--- src/rtl/uart_rx.sv ---
// UART receiver: 8 data bits LSB first, odd parity, one stop bit, idle-high line.
// Samples the synchronized line at mid-bit and reports each completed frame with a one-cycle strobe.
module uart_rx #(
    parameter int CLK_FREQUENCY = 100_000_000,
    parameter int BAUD_RATE     = 19_200
) (
    input  logic       CLK,
    input  logic       Reset,
    input  logic       Sin,
    output logic       Receive,
    output logic [7:0] Dout,
    output logic       parityErr,
    output logic       frameErr,
    output logic       Busy
);

    localparam int BIT_CYCLES  = CLK_FREQUENCY / BAUD_RATE;
    localparam int HALF_CYCLES = BIT_CYCLES / 2;
    localparam int TW          = $clog2(BIT_CYCLES);

    localparam logic [TW-1:0] BIT_LAST  = TW'(BIT_CYCLES - 1);
    localparam logic [TW-1:0] HALF_LAST = TW'(HALF_CYCLES - 1);

    localparam logic [2:0] IDLE  = 3'd0;
    localparam logic [2:0] START = 3'd1;
    localparam logic [2:0] DATA  = 3'd2;
    localparam logic [2:0] PAR   = 3'd3;
    localparam logic [2:0] STOP  = 3'd4;
    localparam logic [2:0] BRK   = 3'd5;

    logic          sync1_q, sin_s_q;
    logic [2:0]    state_q, state_d;
    logic [TW-1:0] timer_q, timer_d;
    logic [2:0]    bit_num_q, bit_num_d;
    logic [7:0]    shift_q, shift_d;
    logic          par_q, par_d;
    logic [7:0]    dout_q, dout_d;
    logic          perr_q, perr_d;
    logic          ferr_q, ferr_d;
    logic          recv_q, recv_d;
    logic          busy_q, busy_d;
    logic          bit_end_s;

    assign bit_end_s = (timer_q == BIT_LAST);

    // Frame sequencing, deserialization and completion status.
    always_comb begin
        state_d   = state_q;
        bit_num_d = bit_num_q;
        shift_d   = shift_q;
        par_d     = par_q;
        dout_d    = dout_q;
        perr_d    = perr_q;
        ferr_d    = ferr_q;
        recv_d    = 1'b0;
        case (state_q)
            IDLE: begin
                if (!sin_s_q) state_d = START;
                else          state_d = IDLE;
            end
            START: begin
                // A line that is high again at mid-start-bit was a glitch.
                if (timer_q == HALF_LAST) begin
                    if (!sin_s_q) begin
                        state_d   = DATA;
                        bit_num_d = 3'd0;
                    end else begin
                        state_d = IDLE;
                    end
                end else begin
                    state_d = START;
                end
            end
            DATA: begin
                if (bit_end_s) begin
                    shift_d   = {sin_s_q, shift_q[7:1]};
                    bit_num_d = bit_num_q + 3'd1;
                    if (bit_num_q == 3'd7) state_d = PAR;
                    else                   state_d = DATA;
                end else begin
                    state_d = DATA;
                end
            end
            PAR: begin
                if (bit_end_s) begin
                    par_d   = sin_s_q;
                    state_d = STOP;
                end else begin
                    state_d = PAR;
                end
            end
            STOP: begin
                if (bit_end_s) begin
                    recv_d  = 1'b1;
                    dout_d  = shift_q;
                    perr_d  = ~(^{shift_q, par_q});
                    ferr_d  = ~sin_s_q;
                    state_d = sin_s_q ? IDLE : BRK;
                end else begin
                    state_d = STOP;
                end
            end
            BRK: begin
                if (sin_s_q) state_d = IDLE;
                else         state_d = BRK;
            end
            default: state_d = IDLE;
        endcase
    end

    // Bit timer restarts on every state change and at its terminal count.
    always_comb begin
        if ((state_d != state_q) || bit_end_s) timer_d = {TW{1'b0}};
        else                                   timer_d = timer_q + TW'(1);
        busy_d = (state_d != IDLE);
    end

    // State, datapath and output registers; the synchronizer idles high.
    always_ff @(posedge CLK) begin
        if (Reset) begin
            sync1_q   <= 1'b1;
            sin_s_q   <= 1'b1;
            state_q   <= IDLE;
            timer_q   <= {TW{1'b0}};
            bit_num_q <= 3'd0;
            shift_q   <= 8'd0;
            par_q     <= 1'b0;
            dout_q    <= 8'd0;
            perr_q    <= 1'b0;
            ferr_q    <= 1'b0;
            recv_q    <= 1'b0;
            busy_q    <= 1'b0;
        end else begin
            sync1_q   <= Sin;
            sin_s_q   <= sync1_q;
            state_q   <= state_d;
            timer_q   <= timer_d;
            bit_num_q <= bit_num_d;
            shift_q   <= shift_d;
            par_q     <= par_d;
            dout_q    <= dout_d;
            perr_q    <= perr_d;
            ferr_q    <= ferr_d;
            recv_q    <= recv_d;
            busy_q    <= busy_d;
        end
    end

    assign Receive   = recv_q;
    assign Dout      = dout_q;
    assign parityErr = perr_q;
    assign frameErr  = ferr_q;
    assign Busy      = busy_q;

endmodule

--- config.mk ---
export PLATFORM = sky130hd
export DESIGN_NAME = uart_rx
export DESIGN_NICKNAME = d
export VERILOG_FILES = /design/src/rtl/uart_rx.sv
export SDC_FILE = /design/constraint.sdc
export NUM_CORES = 1
export LEC_CHECK = 0
export ABC_AREA = 1
export CORE_UTILIZATION = 44
export DETAILED_ROUTE_END_ITERATION = 10
export HOLD_SLACK_MARGIN = 0.02
export PLACE_DENSITY = 0.65
export SKIP_CTS_REPAIR_TIMING = 1
export SLEW_MARGIN = 5
export SYNTH_ARGS = -nofsm -noshare
export SYNTH_HDL_FRONTEND = slang
export SYNTH_SLANG_ARGS = --single-unit
--- constraint.sdc ---
create_clock -name CLK -period 1.75 [get_ports CLK]
set_input_delay 0.2625 -clock CLK [delete_from_list [all_inputs] [get_ports CLK]]
set_output_delay 0.2625 -clock CLK [all_outputs]
set_load 0.005 [all_outputs]
# Word-level counts from Yosys, hierarchy flattened
# Index checks and enable logic that the tools add are counted.
[classes]
add_sub_neg = 2
eq_ne = 12
mux = 14
bitwise = 3
reduce_logical = 11
[op_table]
columns = ["cell", "count"]
rows = [
  ["3-bit two-way mux", 8],
  ["3-bit case mux with 6 select lines", 1],
  ["13-bit by 1-bit adder with 13-bit output (second input constant)", 1],
  ["13-bit by 12-bit == test with 1-bit output (second input constant)", 1],
  ["13-bit == test (second input constant)", 1],
  ["3-bit == test (second input constant)", 3],
  ["9-bit XOR reduction", 1],
  ["3-bit by 2-bit == test with 1-bit output (second input constant)", 2],
  ["2-bit inequality test (second input constant)", 3],
  ["3-bit case mux with 2 select lines", 1],
  ["2-bit AND reduction", 3],
  ["4-bit AND reduction", 1],
  ["2-bit OR reduction", 2],
  ["3-bit by 1-bit adder with 3-bit output (second input constant)", 1],
  ["3-bit by 1-bit == test with 1-bit output (second input constant)", 1],
  ["3-bit zero test", 1],
  ["1-bit two-way mux", 3],
  ["3-bit inequality test", 1],
  ["1-bit inverter", 3],
  ["3-bit nonzero test", 1],
  ["2-bit two-way mux", 1],
  ["2-bit nonzero test", 1],
  ["1-bit logical OR", 1],
]
[word_totals]
register_bits = 42
in_bits = 3
out_inout_bits = 12
word_cells = 54

# Depth between registers and ports, before layout
[logic_depth]
ltp_word = 7
depth_mapped = 14
mapped_depth_nobuf = 13

# Worst setup path before layout
# OpenSTA, ideal clock, no wires.
[synth_timing]
kind = "reg-to-reg"
startpoint = "register timer_q[0]"
endpoint = "register timer_q[3]"
setup_ps = 116
arrival_time_ps = 1517
required_time_ps = 1634
slack_ps = 117
path_stages_with_launch = 14
path_buffers = 1
period_less_slack_ps = 1633
cell_sequence = "dfxtp_1 -> ha_1 -> nand2_1 -> nor2_1 -> nand3_2 -> nand2_2 -> nand2_2 -> nor2_4 -> nand2_1 -> nand2_1 -> nand2_1 -> nand2_2 -> buf_6 -> nor2_2"
[synth_via]
elab_chain_cells = 6
word_cells_on_any_way = 11
cone_classes = "add/sub (1); eq/ne (3); mux (5); reduce/logical (2)"
[synth_lines]
columns = ["element", "line", "text"]
rows = [
  ["start, declared", "33", "logic [TW-1:0] timer_q, timer_d;"],
  ["start signal, assigned", "124", "timer_q <= {TW{1'b0}};"],
  ["start signal, assigned", "137", "timer_q <= timer_d;"],
  ["13-bit == test / 13-bit by 12-bit == test with 1-bit output (equally long branches)", "44, 63", ""],
  ["3-bit two-way mux, on equally long branches", "n/a", ""],
  ["3-bit case mux with 6 select lines", "56", "case (state_q)"],
  ["3-bit inequality test", "113", "if ((state_d != state_q) || bit_end_s) timer_d = {TW{1'b0}};"],
  ["1-bit logical OR", "113", ""],
  ["2-bit OR reduction (no source line)", "n/a", ""],
]
# Parallel ways exist; a longest one is shown, timed or not.
# A chain may end at the register's enable or synchronous reset.

# Worst setup path after layout
[layout_timing]
startpoint = "register timer_q[1]"
endpoint = "register timer_q[1]"
# The elaborated chain is that of the path after synthesis.

==> flow_metrics.env <==
export IMPL_status="finished, final reports clean"
export IMPL_synth_yosys_seq_area_share_pct=40.90
export IMPL_rr_startpoint="timer_q[1]"
export IMPL_final_nets=314
export IMPL_busiest_layer="met2"
export IMPL_tightest_slew_ns=0.2803
export IMPL_fin_area_sq_mm=0.002502
export IMPL_grt_pass1_vias=1484
export IMPL_numCtsBuffers=5
export IMPL_rsz0062_at_grt="yes"
export IMPL_cp_slowest_cell="dfxtp_2"
export IMPL_met2_usage_pct=24.34
export IMPL_arrival_ns=1.96
export IMPL_synth_area_leader_cell="dfxtp_1"
export IMPL_core_rowCount=24
export IMPL_end_kind="flip-flop"
export IMPL_cts_sinks=42
export IMPL_core_area_sq_mm=0.004414
export IMPL_grt_pass1_wl_mm=6.555
export IMPL_required_ns=1.98
export IMPL_worst_path_max_fanout=6
export IMPL_die_area_sq_mm=0.004949
export IMPL_synth_edf_count=0
export IMPL_antenna_found_initial=0
export IMPL_slew_headroom_pct=81.20
export IMPL_remaining_drc_errors=0
export IMPL_ioPinCount=15
export IMPL_period_share_pct=99.15
export IMPL_finalHoldViolCount=0
export IMPL_die_y_um=70.35
export IMPL_r2r_slack_ns=0.01
export IMPL_grt_max_degree=22
export IMPL_drt_total_wl_mm=3.862
export IMPL_p_switching_mw=0.3972
export IMPL_ant_nets=0
export IMPL_hp_start="sync1_q"
export IMPL_post_synth_top_count_cell="nand2_1"
export IMPL_gr_total_overflow=0
export IMPL_power_leakage_nw=1.032
export IMPL_p_seq_share_pct=53.0
export IMPL_reg2reg_depth=14
export IMPL_first_pass_iters=4
export IMPL_clkPwrFrac_pct=40.7
export IMPL_ys_warn_count=0
export IMPL_initial_core_util_pct=46.57
export IMPL_layout_area_overhead_vs_synth_pct=21.73
export IMPL_synth_area_leaders="dfxtp_1 (41%), nand2_1 (9.7%), inv_1 (7.3%)"
export IMPL_internal_power_mw=1.448
export IMPL_syn_nets=288
export IMPL_ys_top_cells_by_count="nand2_1 (53), dfxtp_1 (42), inv_1 (40), nor2_1 (37), a21oi_1 (16)"
export IMPL_fillers=436
export IMPL_fmax_ghz=0.5763
export IMPL_grt_use_total_pct=16.66
export IMPL_power_per_cell_area_mw_per_mm2=737.2
export IMPL_p_sw_share_pct=21.53
export IMPL_hold_depth=1
export IMPL_port_buffer_count=14
export IMPL_drv_cap=0
export IMPL_synth_seq_cells=42
export IMPL_post_dp_hpwl_mm=2.734
export IMPL_hold_slack_ns=0.4306
export IMPL_cp_start_kind="flip-flop"
export IMPL_syn_area_sq_mm=0.002056
export IMPL_vias=1727
export IMPL_clk_path_buf_depth=2
export IMPL_layout_drive_gt1_share_pct=19.74
export IMPL_total_power_mw=1.845
export IMPL_synth_top_area_share_pct=40.90
export IMPL_finalCriticalPeriod_ns=1.735
export IMPL_insertion_delay_ns=0.29
export IMPL_gp_congestion=0.8753
export IMPL_clkSlewWorstSetupHoldPaths_ns=0.08
export IMPL_cts_root_buffer="clkbuf_8"
export IMPL_r2r_end="timer_q[1]"
export IMPL_viasPerCell=4.784
export IMPL_placed_cell_area_sq_mm=0.002305
export IMPL_slew_violations=0
export IMPL_cts_htree_levels=2
export IMPL_hold_path_class="reg -> reg"
export IMPL_critical_path_class="reg -> reg"
export IMPL_cts_tree="built"
export IMPL_comb_power_share_pct=6.3
export IMPL_max_stage_delay_ns=0.36
export IMPL_fin_util_pct=56.69
export IMPL_drt_iter0_markers=102
export IMPL_grt_util_met1_pct=23.49
export IMPL_path_cells="ha_4, nand2_4, inv_2, nand2_2, nor2_4, nand4_1, nand2_1, inv_2, nand2_2, nand2_1, nand2_1, nand2_2, clkbuf_16, nor2_2"
export IMPL_ys_flop_type="dfxtp_1"
export IMPL_diodes=0
export IMPL_syn_instance_count=282
export IMPL_vdd_drop_max_mv=0.4221
export IMPL_wire_per_inst_um=10.70
export IMPL_grt_use_met3_pct=4.473
export IMPL_skew_ns=0.007926
export IMPL_ys_types=29
export IMPL_die_w_um=70.35
export IMPL_setup_viol=0
export IMPL_synth_avg_cell_area_sq_um=7.290
export IMPL_async_flop_share_pct=0
export IMPL_hold_path_endpoint="sin_s_q"
## critical path, delay by kind of cell (launching register included)
family	cells	cell delay, ns
simple gates	10	0.85
flops	1	0.36
buf+inv	3	0.30
fa+ha+maj	1	0.16
## metal layers
metal | wire, um | up-vias
li1 | - | 930
met1 | 2075 | 766
met2 | 1615 | 25
met3 | 128 | 6
met4 | 43 | 0
met5 | 0 | -
## area by class of cell
type	instances	area, sq um	share of cell area (%)
Inverter	46	172.7	6.900
Clock buffer	6	72.57	2.900
Tap cell	52	65.06	2.600
Multi-Input combinational cell	189	1066	42.60
Timing Repair Buffer	24	245.2	9.800
Clock inverter	2	37.54	1.500
Sequential cell	42	843.3	33.70
## registers in the layout, indices dropped and copies added, names as in the netlist
name	cells
par_q	1
sync1_q	1
sin_s_q	1
shift_q	8
state_q	3
bit_num_q	3
Busy	1
parityErr	1
timer_q	13
Receive	1
Dout	8
frameErr	1
## how the worst max path moves through the flow
stage | startpoint | endpoint | slack (ns)
2_1_floorplan | timer_q[0] | timer_q[3] | 0.12
3_5_place_dp | timer_q[1] | timer_q[7] | 0.02
3_3_place_gp | timer_q[1] | timer_q[7] | 0.03
5_1_grt | timer_q[1] | timer_q[8] | -0.09
4_1_cts | timer_q[1] | timer_q[3] | -0.003
6_report | timer_q[1] | timer_q[1] | 0.01
## cell usage in the layout, fill, tap and decap left out, drive strengths merged, types with 3 or more instances in the layout
cell type | netlist | layout
xor2 | 12 | 12
nand4 | 4 | 4
xnor2 | 5 | 5
nand2 | 59 | 59
nand3 | 10 | 10
ha | 3 | 3
nor3 | 5 | 5
a21oi | 16 | 16
inv | 44 | 44
o21ai | 8 | 8
or2 | 4 | 4
clkbuf | 2 | 7
a211oi | 8 | 8
dfxtp | 42 | 42
buf | 3 | 9
nor2 | 52 | 52
clkdlybuf4s50 | 0 | 14
## power groups by stage
stage	logic [mW]	clock network, mW	registers, mW
final	0.116	0.751	0.978
after global routing	0.126	0.813	0.979
after global placement	0.0959	0	0.996
after detailed placement	0.0951	0	0.996
after floorplan	0.0604	0	0.995
after CTS	0.0951	0.776	0.974
## kinds of logic (layout without fill, tap and decap cells)
kind of cell               after synthesis  count (layout)  share of synthesized area, %
AOI/OAI and AO/OA                       33              33                         9.130
DFF                                     42              42                         40.90
adders and majority gates                3               3                         1.826
and+or+nand+nor                        136             136                         31.10
buffers and inverters                   51              78                         9.799
xor gates and xnor gates                17              17                         7.243
## stage by stage
step / TNS [ns] / std cells / setup WS [ns]
6_report: 0 / 361 / 0.01480
5_1_grt: -0.9590 / 361 / -0.08664
4_1_cts: -0.003622 / 359 / -0.002793
3_5_place_dp: 0 / 351 / 0.01935
3_3_place_gp: 0 / 351 / 0.02704
2_1_floorplan: 0 / 282 / 0.1169
No activity file was read; power rests on OpenSTA's default activity.
